==> src/rtl/uart_echo_bridge_pkg.sv <==
// Shared types and helpers for the UART echo path.
// Holds the TX launch FSM state encoding and ASCII constants.
package uart_pkg;

    typedef enum logic [1:0] {
        IDLE,
        LAUNCH,
        WAIT_ACT,
        WAIT_DONE
    } tx_state_t;

    localparam logic [7:0] ASCII_CR    = 8'h0D;
    localparam logic [7:0] ASCII_LF    = 8'h0A;
    localparam logic [7:0] ASCII_QMARK = 8'h3F;

    function automatic logic [31:0] sat_inc(
        input logic [31:0] v,
        input logic [31:0] max
    );
        return (v >= max) ? v : v + 32'd1;
    endfunction

endpackage

==> src/rtl/uart_echo_bridge_if.sv <==
// RX/TX byte handshake bundle between receiver, bridge and transmitter.
// master is the bridge side, slave is the PHY side.
interface uart_echo_bridge_if #(
    parameter int WIDTH = 8
);
    logic [WIDTH-1:0] rx_data;
    logic             rx_valid;
    logic             rx_error;
    logic [WIDTH-1:0] tx_data;
    logic             tx_load;
    logic             tx_active;
    logic             tx_done;

    modport master (
        input  rx_data,
        input  rx_valid,
        input  rx_error,
        input  tx_active,
        input  tx_done,
        output tx_data,
        output tx_load
    );

    modport slave (
        output rx_data,
        output rx_valid,
        output rx_error,
        output tx_active,
        output tx_done,
        input  tx_data,
        input  tx_load
    );
endinterface

==> src/rtl/uart_echo_bridge_sync_fifo.sv <==
// First-word-fall-through synchronous FIFO with registered occupancy.
// A push into a full FIFO is taken only when a pop frees a slot.
module sync_fifo #(
    parameter  int WIDTH = 8,
    parameter  int DEPTH = 16,
    localparam int AW    = $clog2(DEPTH)
) (
    input  logic             clk,
    input  logic             rst,
    input  logic             push,
    input  logic             pop,
    input  logic [WIDTH-1:0] din,
    output logic [WIDTH-1:0] dout,
    output logic             full,
    output logic             empty,
    output logic [AW:0]      count
);

    logic [WIDTH-1:0] mem [DEPTH];
    logic [AW-1:0]    wr_ptr;
    logic [AW-1:0]    rd_ptr;
    logic             do_push;
    logic             do_pop;

    assign empty   = (count == '0);
    assign full    = (count == (AW+1)'(DEPTH));
    assign do_pop  = pop && !empty;
    assign do_push = push && (!full || do_pop);
    assign dout    = mem[rd_ptr];

    always_ff @(posedge clk) begin
        if (do_push) begin
            mem[wr_ptr] <= din;
        end
    end

    // Pointers are exactly AW bits wide so they wrap modulo DEPTH
    always_ff @(posedge clk) begin
        if (rst) begin
            wr_ptr <= '0;
            rd_ptr <= '0;
            count  <= '0;
        end else begin
            if (do_push) begin
                wr_ptr <= wr_ptr + 1'b1;
            end
            if (do_pop) begin
                rd_ptr <= rd_ptr + 1'b1;
            end
            unique case ({do_push, do_pop})
                2'b10:   count <= count + 1'b1;
                2'b01:   count <= count - 1'b1;
                default: count <= count;
            endcase
        end
    end

endmodule

==> src/rtl/uart_echo_bridge.sv <==
// RX-to-TX relay: FIFO buffering, handshaked TX launch, optional
// CR->CRLF expansion, error-byte policy and saturating statistics.
module uart_echo_bridge
    import uart_pkg::*;
#(
    parameter int               WIDTH       = 8,
    parameter int               DEPTH       = 16,
    parameter int               CRLF_EXPAND = 0,
    parameter int               ERR_POLICY  = 0,
    parameter logic [WIDTH-1:0] ERR_BYTE    = 8'h3F,
    parameter int               CNT_W       = 8
) (
    input  logic                     clk,
    input  logic                     rst,
    input  logic                     enable,
    input  logic                     clear_stats,
    uart_echo_bridge_if.master       bus,
    output logic [$clog2(DEPTH):0]   fifo_count,
    output logic                     overflow,
    output logic [CNT_W-1:0]         ovf_count,
    output logic [CNT_W-1:0]         err_count
);

    localparam logic [31:0] CNT_MAX = (32'd1 << CNT_W) - 32'd1;

    tx_state_t        state;
    logic             lf_pending;
    logic             push_req;
    logic             pop;
    logic             full;
    logic             empty;
    logic             lost;
    logic             add_lf;
    logic [WIDTH-1:0] push_data;
    logic [WIDTH-1:0] head;

    assign push_req  = bus.rx_valid && (!bus.rx_error || ERR_POLICY != 0);
    assign push_data = bus.rx_error ? ERR_BYTE : bus.rx_data;
    assign pop       = (state == IDLE) && enable && !empty;
    assign lost      = push_req && full && !pop;
    assign add_lf    = (CRLF_EXPAND != 0)
                    && (bus.tx_data == WIDTH'(ASCII_CR))
                    && !lf_pending;

    sync_fifo #(
        .WIDTH (WIDTH),
        .DEPTH (DEPTH)
    ) u_fifo (
        .clk   (clk),
        .rst   (rst),
        .push  (push_req),
        .pop   (pop),
        .din   (push_data),
        .dout  (head),
        .full  (full),
        .empty (empty),
        .count (fifo_count)
    );

    // tx_load is registered: it is set on entry to LAUNCH
    always_ff @(posedge clk) begin
        if (rst) begin
            state       <= IDLE;
            bus.tx_data <= '0;
            bus.tx_load <= 1'b0;
            lf_pending  <= 1'b0;
        end else begin
            bus.tx_load <= 1'b0;
            unique case (state)
                IDLE: begin
                    if (pop) begin
                        bus.tx_data <= head;
                        bus.tx_load <= 1'b1;
                        state       <= LAUNCH;
                    end
                end
                LAUNCH: begin
                    state <= WAIT_ACT;
                end
                WAIT_ACT, WAIT_DONE: begin
                    if (bus.tx_done) begin
                        if (add_lf) begin
                            bus.tx_data <= WIDTH'(ASCII_LF);
                            bus.tx_load <= 1'b1;
                            lf_pending  <= 1'b1;
                            state       <= LAUNCH;
                        end else begin
                            lf_pending <= 1'b0;
                            state      <= IDLE;
                        end
                    end else if (state == WAIT_ACT && bus.tx_active) begin
                        state <= WAIT_DONE;
                    end
                end
                default: state <= IDLE;
            endcase
        end
    end

    always_ff @(posedge clk) begin
        if (rst || clear_stats) begin
            overflow  <= 1'b0;
            ovf_count <= '0;
            err_count <= '0;
        end else begin
            if (lost) begin
                overflow  <= 1'b1;
                ovf_count <= CNT_W'(sat_inc(32'(ovf_count), CNT_MAX));
            end
            if (bus.rx_valid && bus.rx_error) begin
                err_count <= CNT_W'(sat_inc(32'(err_count), CNT_MAX));
            end
        end
    end

endmodule

==> src/flat_wrapper.sv <==
// flat-port wrapper written by rule: the top's interface ports become plain ports
module uart_echo_bridge_flat import uart_pkg::*;
#(
    parameter int               WIDTH       = 8,
    parameter int               DEPTH       = 16,
    parameter int               CRLF_EXPAND = 0,
    parameter int               ERR_POLICY  = 0,
    parameter logic [WIDTH-1:0] ERR_BYTE    = 8'h3F,
    parameter int               CNT_W       = 8
)
  (clk, rst, enable, clear_stats, fifo_count, overflow, ovf_count, err_count, bus_rx_data, bus_rx_valid, bus_rx_error, bus_tx_active, bus_tx_done, bus_tx_data, bus_tx_load);
  uart_echo_bridge_if #(.WIDTH(WIDTH)) bus_i ();
  input  logic clk;
  input  logic rst;
  input  logic enable;
  input  logic clear_stats;
  output logic [$clog2(DEPTH):0] fifo_count;
  output logic overflow;
  output logic [CNT_W-1:0] ovf_count;
  output logic [CNT_W-1:0] err_count;
  input wire logic [$bits(bus_i.rx_data)-1:0] bus_rx_data;
  input wire logic [$bits(bus_i.rx_valid)-1:0] bus_rx_valid;
  input wire logic [$bits(bus_i.rx_error)-1:0] bus_rx_error;
  input wire logic [$bits(bus_i.tx_active)-1:0] bus_tx_active;
  input wire logic [$bits(bus_i.tx_done)-1:0] bus_tx_done;
  output wire logic [$bits(bus_i.tx_data)-1:0] bus_tx_data;
  output wire logic [$bits(bus_i.tx_load)-1:0] bus_tx_load;
  assign bus_i.rx_data = bus_rx_data;
  assign bus_i.rx_valid = bus_rx_valid;
  assign bus_i.rx_error = bus_rx_error;
  assign bus_i.tx_active = bus_tx_active;
  assign bus_i.tx_done = bus_tx_done;
  assign bus_tx_data = bus_i.tx_data;
  assign bus_tx_load = bus_i.tx_load;
  uart_echo_bridge #(.WIDTH(WIDTH), .DEPTH(DEPTH), .CRLF_EXPAND(CRLF_EXPAND), .ERR_POLICY(ERR_POLICY), .ERR_BYTE(ERR_BYTE), .CNT_W(CNT_W)) u_core (.clk(clk), .rst(rst), .enable(enable), .clear_stats(clear_stats), .bus(bus_i), .fifo_count(fifo_count), .overflow(overflow), .ovf_count(ovf_count), .err_count(err_count));
endmodule
==> config.mk <==
export PLATFORM = sky130hd
export DESIGN_NAME = uart_echo_bridge_flat
export DESIGN_NICKNAME = d
export VERILOG_FILES = /design/src/rtl/uart_echo_bridge_pkg.sv /design/src/rtl/uart_echo_bridge_if.sv /design/src/rtl/uart_echo_bridge_sync_fifo.sv /design/src/rtl/uart_echo_bridge.sv /design/src/flat_wrapper.sv
export SDC_FILE = /design/constraint.sdc
export NUM_CORES = 1
export LEC_CHECK = 0
export CORE_MARGIN = 4
export CORE_UTILIZATION = 53
export CTS_CLUSTER_SIZE = 24
export DETAILED_ROUTE_END_ITERATION = 6
export HOLD_SLACK_MARGIN = 0.08
export PLACE_DENSITY = 0.73
export SLEW_MARGIN = 20
export SYNTH_ARGS = -nofsm -noshare
export SYNTH_HDL_FRONTEND = slang
export SYNTH_SLANG_ARGS = --single-unit
==> constraint.sdc <==
create_clock -name clk -period 3.2 [get_ports clk]
set_input_delay 0.96 -clock clk [delete_from_list [all_inputs] [get_ports clk]]
set_output_delay 0.96 -clock clk [all_outputs]
set_load 0.01 [all_outputs]
# Yosys cells after proc, flatten, opt, wreduce, memory -nomap -nowiden
# Memories as Yosys holds them, arrays and structs flattened. A register that Yosys moved wholly into a read port is not among the register bits.
# Cells that the tools add are included.
[totals]
regBits = 33
latch_bits = 0
ram_bits = 128
rom_bits = 0
input_bits = 16
out_inout_bits = 31
elab_cells = 61
n_memories = 1
[memory_table]
columns = ["memory", "words", "word_bits", "read_ports", "rd_clocked_by_memory_dff", "wr", "line", "text"]
rows = [
  ["u_core.u_fifo.mem", 16, 8, 1, 1, 1, "uart_echo_bridge_sync_fifo.sv:19", "logic [WIDTH-1:0] mem [DEPTH];"],
]
[op_classes]
addsub = 6
multipliers = 0
div = 0
order_cmp = 2
n_eq_ne = 8
n_shift = 0
muxes = 9
bitwise_logic = 3
n_reduce_logical = 24
[op_table]
columns = ["op", "count"]
rows = [
  ["$add 8x1->8 const B", 2],
  ["$ge 8x8->1 const B", 2],
  ["$pmux 5 s2", 1],
  ["$logic_and 1x1->1", 9],
  ["$add 4x1->4 const B", 2],
  ["$mux 8", 1],
  ["$reduce_and 2->1", 4],
  ["$eq 2x2->1 const B", 3],
  ["$mux 2", 3],
  ["$pmux 2 s3", 1],
  ["$add 5x1->5 const B", 1],
  ["$eq 5x5->1 const B", 1],
  ["$logic_not 5->1", 1],
  ["$sub 5x1->5 const B", 1],
  ["$eq 2x1->1 const B", 2],
  ["$logic_not 1->1", 4],
  ["$reduce_or 2->1", 2],
  ["$mux 1", 3],
  ["$ne 3x2->1 const B", 1],
  ["$not 1->1", 3],
  ["$logic_not 2->1", 1],
  ["$logic_or 1x1->1", 2],
  ["$ne 2x1->1 const B", 1],
  ["$reduce_bool 2->1", 1],
]

# Logic depth before layout (Yosys ltp)
# Gate-level depths: netlist (run 1).
[depth]
word_depth = 8
depth_mapped = 9
mapped_depth_nobuf = 8

# Cells and area by module
# Synthesis (run 1) repeated with hierarchy kept, for this count alone.
[unflattened]
hier_cells = 477
area_unflattened_um2 = 7150.6
[modules_own_cells]
columns = ["module", "n_inst", "cells_each", "area_each_um2", "seq_area_each_um2"]
rows = [
  ["sync_fifo", 1, 325, 5866.9, 4184.0],
  ["uart_echo_bridge", 1, 152, 1283.7, 560.5],
]

# Worst setup path after synthesis (run 1)
# OpenSTA, ideal clock, no wires.
[synth_path]
kind = "in2reg"
from = "in enable"
to = "mem u_core.u_fifo.mem[0][0], enable pin"
setup_ns = 0.383
arrival_ns = 2.660
required_ns = 2.817
slack_ns = 0.157
stages = 5
path_buffers = 1
cell_sequence = "or3b_2 > buf_2 > a31oi_2 > nand2_1 > nor3_1"
[synth_between]
elab_chain_len = 7
[synth_rtl]
columns = ["item", "line", "text"]
rows = [
  ["start: declaration", "flat_wrapper.sv:15", "input logic enable;"],
  ["$logic_and 1x1->1 (2 in series)", "uart_echo_bridge.sv:39", "assign pop = (state == IDLE) && enable && !empty;"],
  ["$logic_and 1x1->1", "uart_echo_bridge_sync_fifo.sv:27", "assign do_pop = pop && !empty;"],
  ["$logic_or 1x1->1", "uart_echo_bridge_sync_fifo.sv:28", "assign do_push = push && (!full || do_pop);"],
  ["$logic_and 1x1->1", "uart_echo_bridge_sync_fifo.sv:28", ""],
  ["$mux 1", "uart_echo_bridge_sync_fifo.sv:32", "if (do_push) begin"],
  ["$mux 1 (not written as such)", "uart_echo_bridge_sync_fifo.sv:33", "mem[wr_ptr] <= din;"],
  ["end: declaration", "uart_echo_bridge_sync_fifo.sv:19", ""],
]
# Every way passes these cells.

# Final worst setup path (run 1)
[layout_path]
from = "in enable"
to = "mem u_core.u_fifo.mem[1][7], enable pin"
# Same word-level chain as after synthesis.

==> results of run 1 <==
==> per-layer routing <==
metal	GRT usage (%)	routed length, µm
met2	32.1	6870
met1	28.2	6310
met3	4.21	715
met4	7.06	238
met5	0	0
==> sequential cells by signal, summed over array words and instances (netlist names) <==
register,flops
u_core.bus.tx_data,8
u_core.u_fifo.count,5
u_core.overflow,1
u_core.u_fifo.rd_ptr,4
u_core.ovf_count,8
u_core.bus.tx_load,1
u_core.u_fifo.mem,128
u_core.state,2
u_core.u_fifo.wr_ptr,4
u_core.err_count,8
==> logic make-up (layout without fill, tap and decap cells) <==
family / count (synthesis) / in the layout
DFF: 169 / 169
and+or+nand+nor: 119 / 119
muxes: 58 / 58
AOI/OAI and AO/OA: 46 / 46
buffers and inverters: 31 / 115
xor gates and xnor gates: 10 / 10
adders and majority gates: 8 / 8
==> worst min-delay path by stage <==
| stage | from | end | slack [ns] | cells after the start |
|---|---|---|---|---|
| 2_1_floorplan | u_core.u_fifo.rd_ptr[3]$_SDFFE_PP0P_ | u_core.u_fifo.rd_ptr[3]$_SDFFE_PP0P_ | 0.49 | 2 |
| 3_3_place_gp | u_core.overflow$_SDFFE_PP0P_ | u_core.overflow$_SDFFE_PP0P_ | 0.45 | 2 |
| 3_5_place_dp | u_core.overflow$_SDFFE_PP0P_ | u_core.overflow$_SDFFE_PP0P_ | 0.47 | 2 |
| 4_1_cts | u_core.overflow$_SDFFE_PP0P_ | u_core.overflow$_SDFFE_PP0P_ | 0.49 | 2 |
| 5_1_grt | u_core.overflow$_SDFFE_PP0P_ | u_core.overflow$_SDFFE_PP0P_ | 0.52 | 2 |
| 6_report | u_core.overflow$_SDFFE_PP0P_ | u_core.overflow$_SDFFE_PP0P_ | 0.48 | 2 |
==> cells in the mapped netlist (3+ instances only) <==
cell      number
dfxtp_1       41
buf_2          9
a31oi_1        3
xnor2_1        3
or2_2          7
o211ai_1       5
mux2i_1       22
and4_1         3
edfxtp_1     128
nor2_1        40
a21oi_1        9
ha_1           8
clkbuf_1      13
nand3_1        8
nor2b_1        6
nand2b_1       4
a211oi_1       4
o221ai_1       8
xor2_1         7
inv_1          7
and3_1         3
o21ai_0        3
nand2_1       13
mux4_2        32
nor3_1        10
nand3b_1       9
or3_1          4
==> cell type report <==
cell class                 count  share of cell area (%)
inverter                       7                   0.313
tap                          172                    2.56
clock buffer                  19                    5.16
clock inverter                13                    1.73
timing repair buffer          76                    8.17
multi-input combinational    241                    26.5
sequential                   169                    55.6
==> worst max-delay path: cells and delay by family <==
family	cells	cell delay, ns
AND/OR/NAND/NOR	3	0.96
buffers and inverters	3	0.86
AO/OA/AOI/OAI	1	0.30
==> power groups by stage <==
stage	registers (µW)	logic, µW	clock network (µW)
floorplan	2620	705	0
finish	2650	976	1990
detailed placement	2700	977	0
global placement	2690	964	0
global route	2670	1050	2110
CTS	2650	984	2010
==> stage by stage <==
step | util (%) | power [µW] | instances | hold WS [ns] | instance area, µm²
final | 65.7 | 5610 | 697 | 0.480 | 8400
after global routing | 65.7 | 5830 | 697 | 0.521 | 8400
after CTS | 65.7 | 5640 | 697 | 0.492 | 8390
after detailed placement | 61.2 | 3680 | 665 | 0.473 | 7810
after global placement | 61.2 | 3660 | 665 | 0.454 | 7810
after floorplan | - | 3330 | 441 | 0.492 | 7020
==> metrics.md, run 1 <==
| Metric | Value |
|---|---|
| Aggregate global-route resource usage | `between 20% and 30%` |
| Post-Synthesis Cells | `about 440` |
| Status | `finished, final reports clean` |
| Layout cells sized above 1 | `21.7%` |
| Die area | `between 0.015 and 0.02 mm²` |
| Vias per inst | `5.79` |
| Mux cell area share after synthesis | `14.0%` |
| Pre-CTS setup slack | `-0.153 ns` |
| I/O Pins | `47` |
| CTS max path bufs | `2` |
| Final worst-path cycle share | `92.5%` |
| Reg2Reg Launch Point | `u_core.u_fifo.count[1]$_SDFFE_PP0P_` |
| Vias | `roughly 4.0k` |
| Worst Reg-to-Reg Cells | `4` |
| Worst Setup End Kind | `register` |
| Comb pwr share | `17.4%` |
| Synth cell types | `50` |
| Worst path most repeated cell | `buf_4` |
| Post-synthesis simple-gate area fraction | `9.61%` |
| P_leak | `approximately 0.0027 µW` |
| Routability cong. | `between 0.8 and 0.9` |
| Register bit total from synthesis | `roughly 170` |
| Vias in the first global route | `4,049` |
| Worst Path Max Fanout | `8` |
| Max VDD drop | `about 0.39 mV` |
| Largest net degree at the start of global routing | `35` |
| Max Slew Vio Count | `0` |
| First-iteration detailed-routing DRC count | `a little under 400` |
| Clock share of power | `between 30% and 40%` |
| Setup Viol. Count Final | `0` |
| Area leader, netlist | `edfxtp_1` |
| Synthesized area | `between 0.007 and 0.008 mm²` |
| Number of iterations in the first detailed-routing pass | `5` |
| Initial core utilization | `a little over half` |
| MaxCap Viol Count | `0` |
| CP Cell Sequence | `clkdlybuf4s50_1 -> or3b_2 -> buf_4 -> a31oi_2 -> nand2_1 -> nor3_1 -> buf_4` |
| Final-stage net count | `approximately 540` |
| Largest family of logic cells by synthesized area | `multiplexers` |
| Num CTS Buffers | `17` |
| Cell internal pwr | `between 4000 and 5000 µW` |
| Placement Rows | `approximately 40` |
| Final Hold Viols | `0` |
| Fraction of power spent switching nets | `26.5%` |
| IO Port Bufs | `46` |
| Wirelength, routed | `roughly 14,000 µm` |
| Most common cell after layout, fill and taps aside | `edfxtp_1` |
| Area grow syn2layout | `19.6%` |
| Residual DRC | `0` |
| Worst-path clk slew | `roughly 0.060 ns` |
| Setup TNS | `0 ns` |
| WS Path Type | `in -> reg` |
| Setup Buffers After CTS | `0` |
| FF/Latch Area | `between 0.004 and 0.005 mm²` |
| Synth top area cells | `edfxtp_1, dfxtp_1, mux4_2, mux2i_1, nor2_1` |
| Antenna-violating nets left | `0` |
| Compound-Gate Fraction of Synth Area | `around 5.3%` |
| Top cell type's share of synthesized area | `between 50% and 60%` |
| CP max stage cell | `or3b_2` |
| EDFF count, synth | `approximately 130` |
| Drt wl/cell | `20.3 µm` |
| Main synth FF type | `edfxtp_1` |
| Total nets after synthesis | `roughly 470` |
| CP startpoint | `enable` |
| Sequential area share after synthesis | `between 60 and 70%` |
| H-tree Lvls | `4` |
| Crit start category | `primary input` |
| Synth Area in Adders | `about 1.4%` |
| Post-synth ARST share | `0%` |
| Core box area | `about 0.013 mm²` |
| Tightest Hold Check Type | `reg -> reg` |
| ANT cells | `0` |
| Reg2reg setup slack | `0.70 ns` |
| Reg-to-reg critical path endpoint | `u_core.bus.tx_data[6]$_SDFFE_PP0P_` |
| CP endpoint | `u_core.u_fifo.mem[1][7]$_DFFE_PP_` |
| CTS root buf | `clkbuf_16` |
| Fillcell total | `895` |
| Post-cts sizing count | `0` |
| Switching power total | `~1500 µW` |
| Worst setup margin | `between 0.2 and 0.25 ns` |
| Setup Skew | `slightly above 0.01 ns` |
| Worst path required time | `3.33 ns` |
| YS warnings | `0` |
| Multi-input logic area | `between 0.002 and 0.0025 mm²` |
| Initial antenna violation count | `0` |
| Final min period | `just under 3 ns` |
| Die Wd | `roughly 120 µm` |
| Crit path DAT | `3.10 ns` |
| First-pass GRT wire length | `22,700 µm` |
| Die height | `~120 µm` |
| Pwr per Cell Area | `approximately 670 mW/mm²` |
| RSZ-0062 raised after global routing | `false` |
| Clock Latency Late Sink | `between 0.4 and 0.5 ns` |
| Reg power frac | `a little under half` |
| TritonCTS clock tree | `done` |
| XOR/XNOR share of the synthesized area | `1.25%` |
| Max Clock Freq | `338 MHz` |
| CTS Sinks | `169` |
| Hold_buf cts | `0` |
| HPWL Detailed | `~9600 µm` |
| Syn avg cell area | `approximately 16 µm²` |
| Actual slew at the worst max-slew pin | `1.01 ns` |
| Max stage delay on crit path | `just over 0.5 ns` |
| Most frequent cells in the layout | `edfxtp_1, clkdlybuf4s50_1, nor2_1, dfxtp_1, mux4_2` |
| Total grt overflow | `0` |
| Slew headroom | `about a third` |
(Power assumes the default switching activity.)
==> run 2: changes to the inputs <==
--- a/config.mk
+++ b/config.mk
@@ -6,12 +6,12 @@
 export NUM_CORES = 1
 export LEC_CHECK = 0
 export CORE_MARGIN = 4
-export CORE_UTILIZATION = 53
+export CORE_UTILIZATION = 60
 export CTS_CLUSTER_SIZE = 24
 export DETAILED_ROUTE_END_ITERATION = 6
 export HOLD_SLACK_MARGIN = 0.08
-export PLACE_DENSITY = 0.73
-export SLEW_MARGIN = 20
+export PLACE_DENSITY = 0.78
+export SLEW_MARGIN = 30
 export SYNTH_ARGS = -nofsm -noshare
 export SYNTH_HDL_FRONTEND = slang
 export SYNTH_SLANG_ARGS = --single-unit
==> constraint.sdc (replaced) <==
create_clock -name clk -period 3.8 [get_ports clk]
set_input_delay 1.14 -clock clk [delete_from_list [all_inputs] [get_ports clk]]
set_output_delay 1.14 -clock clk [all_outputs]
set_load 0.01 [all_outputs]
==> metrics.md, run 2 (synthesis gave the netlist of run 1 again) <==
| Metric | Value |
|---|---|
| Vias in the first global route | `4,104 (was 4,049)` |
| Reg-to-reg critical path endpoint | `u_core.u_fifo.count[4]$_SDFFE_PP0P_ (was u_core.bus.tx_data[6]$_SDFFE_PP0P_)` |
| Status | `finished, final reports clean (unchanged)` |
| RSZ-0062 raised after global routing | `false (unchanged)` |
| Worst Path Max Fanout | `4 (was 8)` |
| MaxCap Viol Count | `0 (unchanged)` |
| Max Clock Freq | `approximately 300 MHz` |
| Placed inst area | `0.00775 mm² (was 0.00781 mm²)` |
| Worst Setup End Kind | `register (unchanged)` |
| Vias per inst | `6.12 (was 5.79)` |
| Worst path required time | `4.11 ns (was 3.33 ns)` |
| First-pass GRT wire length | `22,400 µm (was 22,700 µm)` |
| Max Slew Vio Count | `0 (unchanged)` |
| CP startpoint | `enable (unchanged)` |
| TritonCTS clock tree | `done (unchanged)` |
| IO Port Bufs | `46 (unchanged)` |
| Layout cells sized above 1 | `20.7% (was 21.7%)` |
| Residual DRC | `0 (unchanged)` |
| Most frequent cells in the layout | `edfxtp_1, clkdlybuf4s50_1, nor2_1, dfxtp_1, mux4_2 (unchanged)` |
| Actual slew at the worst max-slew pin | `0.876 ns (was 1.01 ns)` |
| Drt wl/cell | `21.1 µm (was 20.3 µm)` |
| CTS root buf | `clkbuf_16 (unchanged)` |
| Vias | `4,065 (was 4,035)` |
| Final worst-path cycle share | `a little under nine tenths` |
| Reg2Reg Launch Point | `u_core.state[1]$_SDFFE_PP0P_ (was u_core.u_fifo.count[1]$_SDFFE_PP0P_)` |
| Initial antenna violation count | `0 (unchanged)` |
| Crit start category | `primary input (unchanged)` |
| HPWL Detailed | `9150 µm (was 9620 µm)` |
| Clock Latency Late Sink | `0.42 ns (was 0.43 ns)` |
| First-iteration detailed-routing DRC count | `308 (was 385)` |
| Initial core utilization | `61.5% (was 55.0%)` |
| Most common cell after layout, fill and taps aside | `edfxtp_1 (unchanged)` |
| Final instance area | `0.00835 mm² (was 0.00840 mm²)` |
| H-tree Lvls | `4 (unchanged)` |
| Wirelength, routed | `14,000 µm (was 14,100 µm)` |
| Number of iterations in the first detailed-routing pass | `5 (unchanged)` |
| Die height | `116 µm (was 123 µm)` |
| ANT cells | `0 (unchanged)` |
| Area grow syn2layout | `19.0% (was 19.6%)` |
| Core box area | `0.0114 mm² (was 0.0128 mm²)` |
| Hold_buf cts | `0 (unchanged)` |
| Setup Buffers After CTS | `0 (unchanged)` |
| Total grt overflow | `0 (unchanged)` |
| Hold path startpoint | `u_core.overflow$_SDFFE_PP0P_ (unchanged)` |
| Worst setup margin | `0.547 ns (was 0.240 ns)` |
| Setup TNS | `0 ns (unchanged)` |
| CTS Sinks | `169 (unchanged)` |
| WS Path Type | `in -> reg (unchanged)` |
| Antenna-violating nets left | `0 (unchanged)` |
| Die Wd | `116 µm (was 123 µm)` |
| Slew headroom | `41.1% (was 32.7%)` |
| Final min period | `around 3.3 ns` |
| Worst-path clk slew | `0.06 ns (about the same)` |
| Placement Rows | `39 (was 41)` |
| Final Hold Viols | `0 (unchanged)` |
| Routability cong. | `0.870 (was 0.869)` |
| CTS max path bufs | `2 (unchanged)` |
| Tightest Hold Check Type | `reg -> reg (unchanged)` |
| Pwr per Cell Area | `575 mW/mm² (was 668 mW/mm²)` |
| Fillcell total | `721 (was 895)` |
| Setup Viol. Count Final | `0 (unchanged)` |
| Largest register by flop count | `u_core.u_fifo.mem (unchanged)` |
| Die area | `0.0135 mm² (was 0.0152 mm²)` |
| Setup Skew | `0.00960 ns (was 0.0102 ns)` |
| Post-cts sizing count | `0 (unchanged)` |
| Hold depth | `2 (unchanged)` |
| Max reg flops | `128 (unchanged)` |
| Largest net degree at the start of global routing | `33 (was 35)` |
| Num CTS Buffers | `17 (unchanged)` |
| Final-stage net count | `532 (was 536)` |
| Reg2reg setup slack | `1.34 ns (was 0.70 ns)` |
| Max VDD drop | `0.401 mV (was 0.388 mV)` |
| Pre-CTS setup slack | `0.202 ns (was -0.153 ns)` |
| Hold Path End | `u_core.overflow$_SDFFE_PP0P_ (unchanged)` |
| Crit path DAT | `3.56 ns (was 3.10 ns)` |
| P_leak | `0.00272 µW (was 0.00273 µW)` |
| I/O Pins | `47 (unchanged)` |
| Worst Reg-to-Reg Cells | `7 (was 4)` |
| Aggregate global-route resource usage | `22.8% (was 20.3%)` |
## run 2: through the flow
step / total power, µW / std cells / hold slack, ns / utilization (%)
2_1_floorplan: 2800 / 441 / 0.492 / -
3_3_place_gp: 3070 / 632 / 0.455 / 67.8
3_5_place_dp: 3100 / 632 / 0.472 / 67.8
4_1_cts: 4830 / 664 / 0.493 / 73.1
5_1_grt: 5000 / 664 / 0.528 / 73.1
6_report: 4800 / 664 / 0.488 / 73.1
## run 2: final cells by class
type / count / area [µm²] / area share [%]
multi-input cells: 241 / 2220 / 26.6
well taps: 143 / 179 / 2.14
clock buffers: 21 / 470 / 5.63
repair buffers: 72 / 656 / 7.85
flip-flops and latches: 169 / 4670 / 55.9
clock inverters: 11 / 135 / 1.62
inverters: 7 / 26.3 / 0.315
## run 2: power breakdown
| part | switching [µW] | leakage (µW) | internal (µW) | total (µW) |
|---|---|---|---|---|
| sequential | 117 | 0.00147 | 2070 | 2190 |
| combinational | 460 | 0.000954 | 416 | 875 |
| clock | 706 | 0.000288 | 1030 | 1740 |
| total | 1280 | 0.00272 | 3520 | 4800 |
## run 2: critical path: stages
cell	delay, ns
clkdlybuf4s50_1	0.48
or3b_2	0.56
a211oi_4	0.27
xor2_1	0.20
ha_1	0.26
nor4_1	0.08
a21oi_1	0.22
mux2_2	0.36
## run 2: worst max path at each step
stage          slack [ns]  cells past startpoint                             endpoint
3_3_place_gp         0.29                      9  u_core.u_fifo.count[4]$_SDFFE_PP0P_
3_5_place_dp         0.20                      8  u_core.u_fifo.count[4]$_SDFFE_PP0P_
2_1_floorplan        0.58                      5    u_core.u_fifo.mem[0][0]$_DFFE_PP_
5_1_grt              0.45                      8  u_core.u_fifo.count[4]$_SDFFE_PP0P_
6_report             0.55                      8  u_core.u_fifo.count[4]$_SDFFE_PP0P_
4_1_cts              0.58                      8  u_core.u_fifo.count[4]$_SDFFE_PP0P_
## run 2: metal layers
layer | track usage (%) | routed length [µm] | vias up | part of all wire (%)
met2 | 36.4 | 6960 | 125 | 50
met3 | 6.32 | 731 | 23 | 5.2
li1 | - | - | 1870 | -
met5 | 0 | 0 | - | 0
met4 | 6.88 | 238 | 0 | 1.7
met1 | 31.2 | 6070 | 2047 | 43
==> run 3: changes to the inputs <==
--- a/config.mk
+++ b/config.mk
@@ -10,7 +10,8 @@
 export CTS_CLUSTER_SIZE = 24
 export DETAILED_ROUTE_END_ITERATION = 6
 export HOLD_SLACK_MARGIN = 0.08
-export PLACE_DENSITY = 0.78
+export PLACE_DENSITY = 0.91
+export SETUP_SLACK_MARGIN = 0.02
 export SLEW_MARGIN = 30
 export SYNTH_ARGS = -nofsm -noshare
 export SYNTH_HDL_FRONTEND = slang
==> metrics.md, run 3 (synthesis gave the netlist of run 1 again) <==
| Metric | Value |
|---|---|
| Setup TNS | `0 ns (unchanged)` |
| P_leak | `0.00269 µW (was 0.00272 µW)` |
| Reg2Reg Launch Point | `u_core.state[1]$_SDFFE_PP0P_ (unchanged)` |
| Actual slew at the worst max-slew pin | `0.907 ns (was 0.876 ns)` |
| Crit path DAT | `3.62 ns (was 3.56 ns)` |
| Worst setup margin | `0.493 ns (was 0.547 ns)` |
| Worst hold slack | `0.498 ns (was 0.488 ns)` |
| Vias in the first global route | `4,396 (was 4,104)` |
| Largest register by flop count | `u_core.u_fifo.mem (unchanged)` |
| Drt wl/cell | `24.0 µm (was 21.1 µm)` |
| Number of iterations in the first detailed-routing pass | `5 (unchanged)` |
| Status | `finished, final reports clean (unchanged)` |
| Crit start category | `primary input (unchanged)` |
| Worst Reg-to-Reg Cells | `8 (was 7)` |
| Worst Path Max Fanout | `5 (was 4)` |
| Num CTS Buffers | `17 (unchanged)` |
| Pre-CTS setup slack | `0.167 ns (was 0.202 ns)` |
| Total grt overflow | `0 (unchanged)` |
| Core box area | `0.0114 mm² (unchanged)` |
| Initial antenna violation count | `0 (unchanged)` |
| Max reg flops | `128 (unchanged)` |
| CP startpoint | `enable (unchanged)` |
| Placed inst area | `0.00773 mm² (was 0.00775 mm²)` |
| Multi-input logic area | `0.00222 mm² (about the same)` |
| Residual DRC | `0 (unchanged)` |
| CP max stage cell | `or3b_2 (unchanged)` |
| CTS Sinks | `169 (unchanged)` |
| TritonCTS clock tree | `done (unchanged)` |
| Reg-to-reg critical path endpoint | `u_core.u_fifo.count[4]$_SDFFE_PP0P_ (unchanged)` |
| Final min period | `3.31 ns (was 3.25 ns)` |
| Post-cts sizing count | `0 (unchanged)` |
| Hold path startpoint | `u_core.overflow$_SDFFE_PP0P_ (unchanged)` |
| HPWL Detailed | `9660 µm (was 9150 µm)` |
| Fraction of power spent switching nets | `27.9% (was 26.7%)` |
| Die area | `0.0135 mm² (unchanged)` |
| Reg2reg setup slack | `1.30 ns (was 1.34 ns)` |
| Area grow syn2layout | `18.1% (was 19.0%)` |
| Vias per inst | `6.52 (was 6.12)` |
| Pwr per Cell Area | `568 mW/mm² (was 575 mW/mm²)` |
| WS Path Type | `in -> reg (unchanged)` |
| Setup Skew | `0.00903 ns (was 0.00960 ns)` |
| Vias | `4,318 (was 4,065)` |
| IO Port Bufs | `46 (unchanged)` |
| Final instance area | `0.00829 mm² (was 0.00835 mm²)` |
| Max Clock Freq | `302 MHz (was 307 MHz)` |
| FF/Latch Area | `0.00467 mm² (about the same)` |
| Comb pwr share | `18.4% (was 18.2%)` |
| Max VDD drop | `0.409 mV (was 0.401 mV)` |
| Most frequent cells in the layout | `edfxtp_1, clkdlybuf4s50_1, nor2_1 (was edfxtp_1, clkdlybuf4s50_1, nor2_1, dfxtp_1, mux4_2)` |
| CP Cell Sequence | `clkdlybuf4s50_1 -> or3b_2 -> a211oi_4 -> xor2_1 -> ha_1 -> nand3_1 -> nor3_1 -> a21oi_1 -> mux2_2 (was clkdlybuf4s50_1 -> or3b_2 -> a211oi_4 -> xor2_1 -> ha_1 -> nor4_1 -> a21oi_1 -> mux2_2)` |
| CTS max path bufs | `2 (unchanged)` |
| I/O Pins | `47 (unchanged)` |
| Final-stage net count | `530 (was 532)` |
| Setup Viol. Count Final | `0 (unchanged)` |
| CP endpoint | `u_core.u_fifo.count[4]$_SDFFE_PP0P_ (unchanged)` |
| Routability cong. | `0.859 (was 0.870)` |
| Worst Setup End Kind | `register (unchanged)` |
| First-iteration detailed-routing DRC count | `385 (was 308)` |
| ANT cells | `0 (unchanged)` |
| Hold_buf cts | `0 (unchanged)` |
| Slew headroom | `39.5% (was 41.1%)` |
| Worst path required time | `4.11 ns (about the same)` |
| Wirelength, routed | `15,900 µm (was 14,000 µm)` |
| Final worst-path cycle share | `87.0% (was 85.6%)` |
| Die Wd | `116 µm (unchanged)` |
| Die height | `116 µm (unchanged)` |
| MaxCap Viol Count | `0 (unchanged)` |
| Cell internal pwr | `3390 µW (was 3520 µW)` |
| Final Hold Viols | `0 (unchanged)` |
| Placement Rows | `39 (unchanged)` |
| Antenna-violating nets left | `0 (unchanged)` |
| Switching power total | `1320 µW (was 1280 µW)` |
| Reg power frac | `46.8% (was 45.6%)` |
| RSZ-0062 raised after global routing | `false (unchanged)` |
| Most common cell after layout, fill and taps aside | `edfxtp_1 (unchanged)` |
| Aggregate global-route resource usage | `25.5% (was 22.8%)` |
| Clock Latency Late Sink | `0.42 ns (about the same)` |
| Largest net degree at the start of global routing | `35 (was 33)` |
| First-pass GRT wire length | `25,200 µm (was 22,400 µm)` |
| Fillcell total | `666 (was 721)` |
| Layout cells sized above 1 | `20.4% (was 20.7%)` |
| Initial core utilization | `61.5% (unchanged)` |
| H-tree Lvls | `4 (unchanged)` |
| Max Slew Vio Count | `0 (unchanged)` |
| CTS root buf | `clkbuf_16 (unchanged)` |
| Clock share of power | `34.7% (was 36.2%)` |
| Tightest Hold Check Type | `reg -> reg (unchanged)` |
| Max stage delay on crit path | `0.55 ns (was 0.56 ns)` |
| Worst-path clk slew | `0.06 ns (about the same)` |
| Setup Buffers After CTS | `0 (unchanged)` |
==> run 3: how the worst min path moves through the flow <==
stage,endpoint,slack [ns],depth (start not counted)
2_1_floorplan,u_core.u_fifo.rd_ptr[3]$_SDFFE_PP0P_,0.49,2
3_3_place_gp,u_core.overflow$_SDFFE_PP0P_,0.45,2
3_5_place_dp,u_core.overflow$_SDFFE_PP0P_,0.49,2
4_1_cts,u_core.overflow$_SDFFE_PP0P_,0.50,2
5_1_grt,u_core.overflow$_SDFFE_PP0P_,0.53,2
6_report,u_core.overflow$_SDFFE_PP0P_,0.50,2
==> run 3: area by class of cell <==
class | instances | share of cell area [%]
clock buffers | 19 | 5.22
repair buffers | 70 | 7.73
well taps | 143 | 2.16
flip-flops and latches | 169 | 56.3
inverters | 7 | 0.317
clock inverters | 13 | 1.45
multi-input cells | 241 | 26.8
==> run 3: critical path: cells and delay by family <==
| family | cells | cell delay [ns] |
|---|---|---|
| AO/OA/AOI/OAI | 2 | 0.40 |
| XOR/XNOR | 1 | 0.20 |
| adder cells (fa/ha/maj) | 1 | 0.26 |
| buffers and inverters | 1 | 0.48 |
| multiplexers | 1 | 0.27 |
| AND/OR/NAND/NOR | 3 | 0.85 |
==> run 3: power groups by stage <==
stage / Sequential [µW] / Clock (µW) / Combinational [µW]
4_1_cts: 2200 / 1640 / 867
3_5_place_dp: 2240 / 0 / 848
5_1_grt: 2220 / 1740 / 929
2_1_floorplan: 2210 / 0 / 594
3_3_place_gp: 2230 / 0 / 817
6_report: 2200 / 1630 / 868
==> run 3: routing by layer <==
metal / vias up / track usage [%] / wire length, µm
met5: - / 0 / 0
met4: 0 / 9.36 / 427
met3: 41 / 5.91 / 1110
met2: 227 / 42.7 / 8340
met1: 2182 / 32.9 / 6000
li1: 1868 / - / -
==> run 3: metrics by stage <==
step / power [µW] / std cells / utilization (%)
finish: 4710 / 662 / 72.6
global route: 4880 / 662 / 72.6
CTS: 4710 / 662 / 72.6
detailed placement: 3090 / 630 / 67.7
global placement: 3050 / 630 / 67.7
floorplan: 2800 / 441 / -
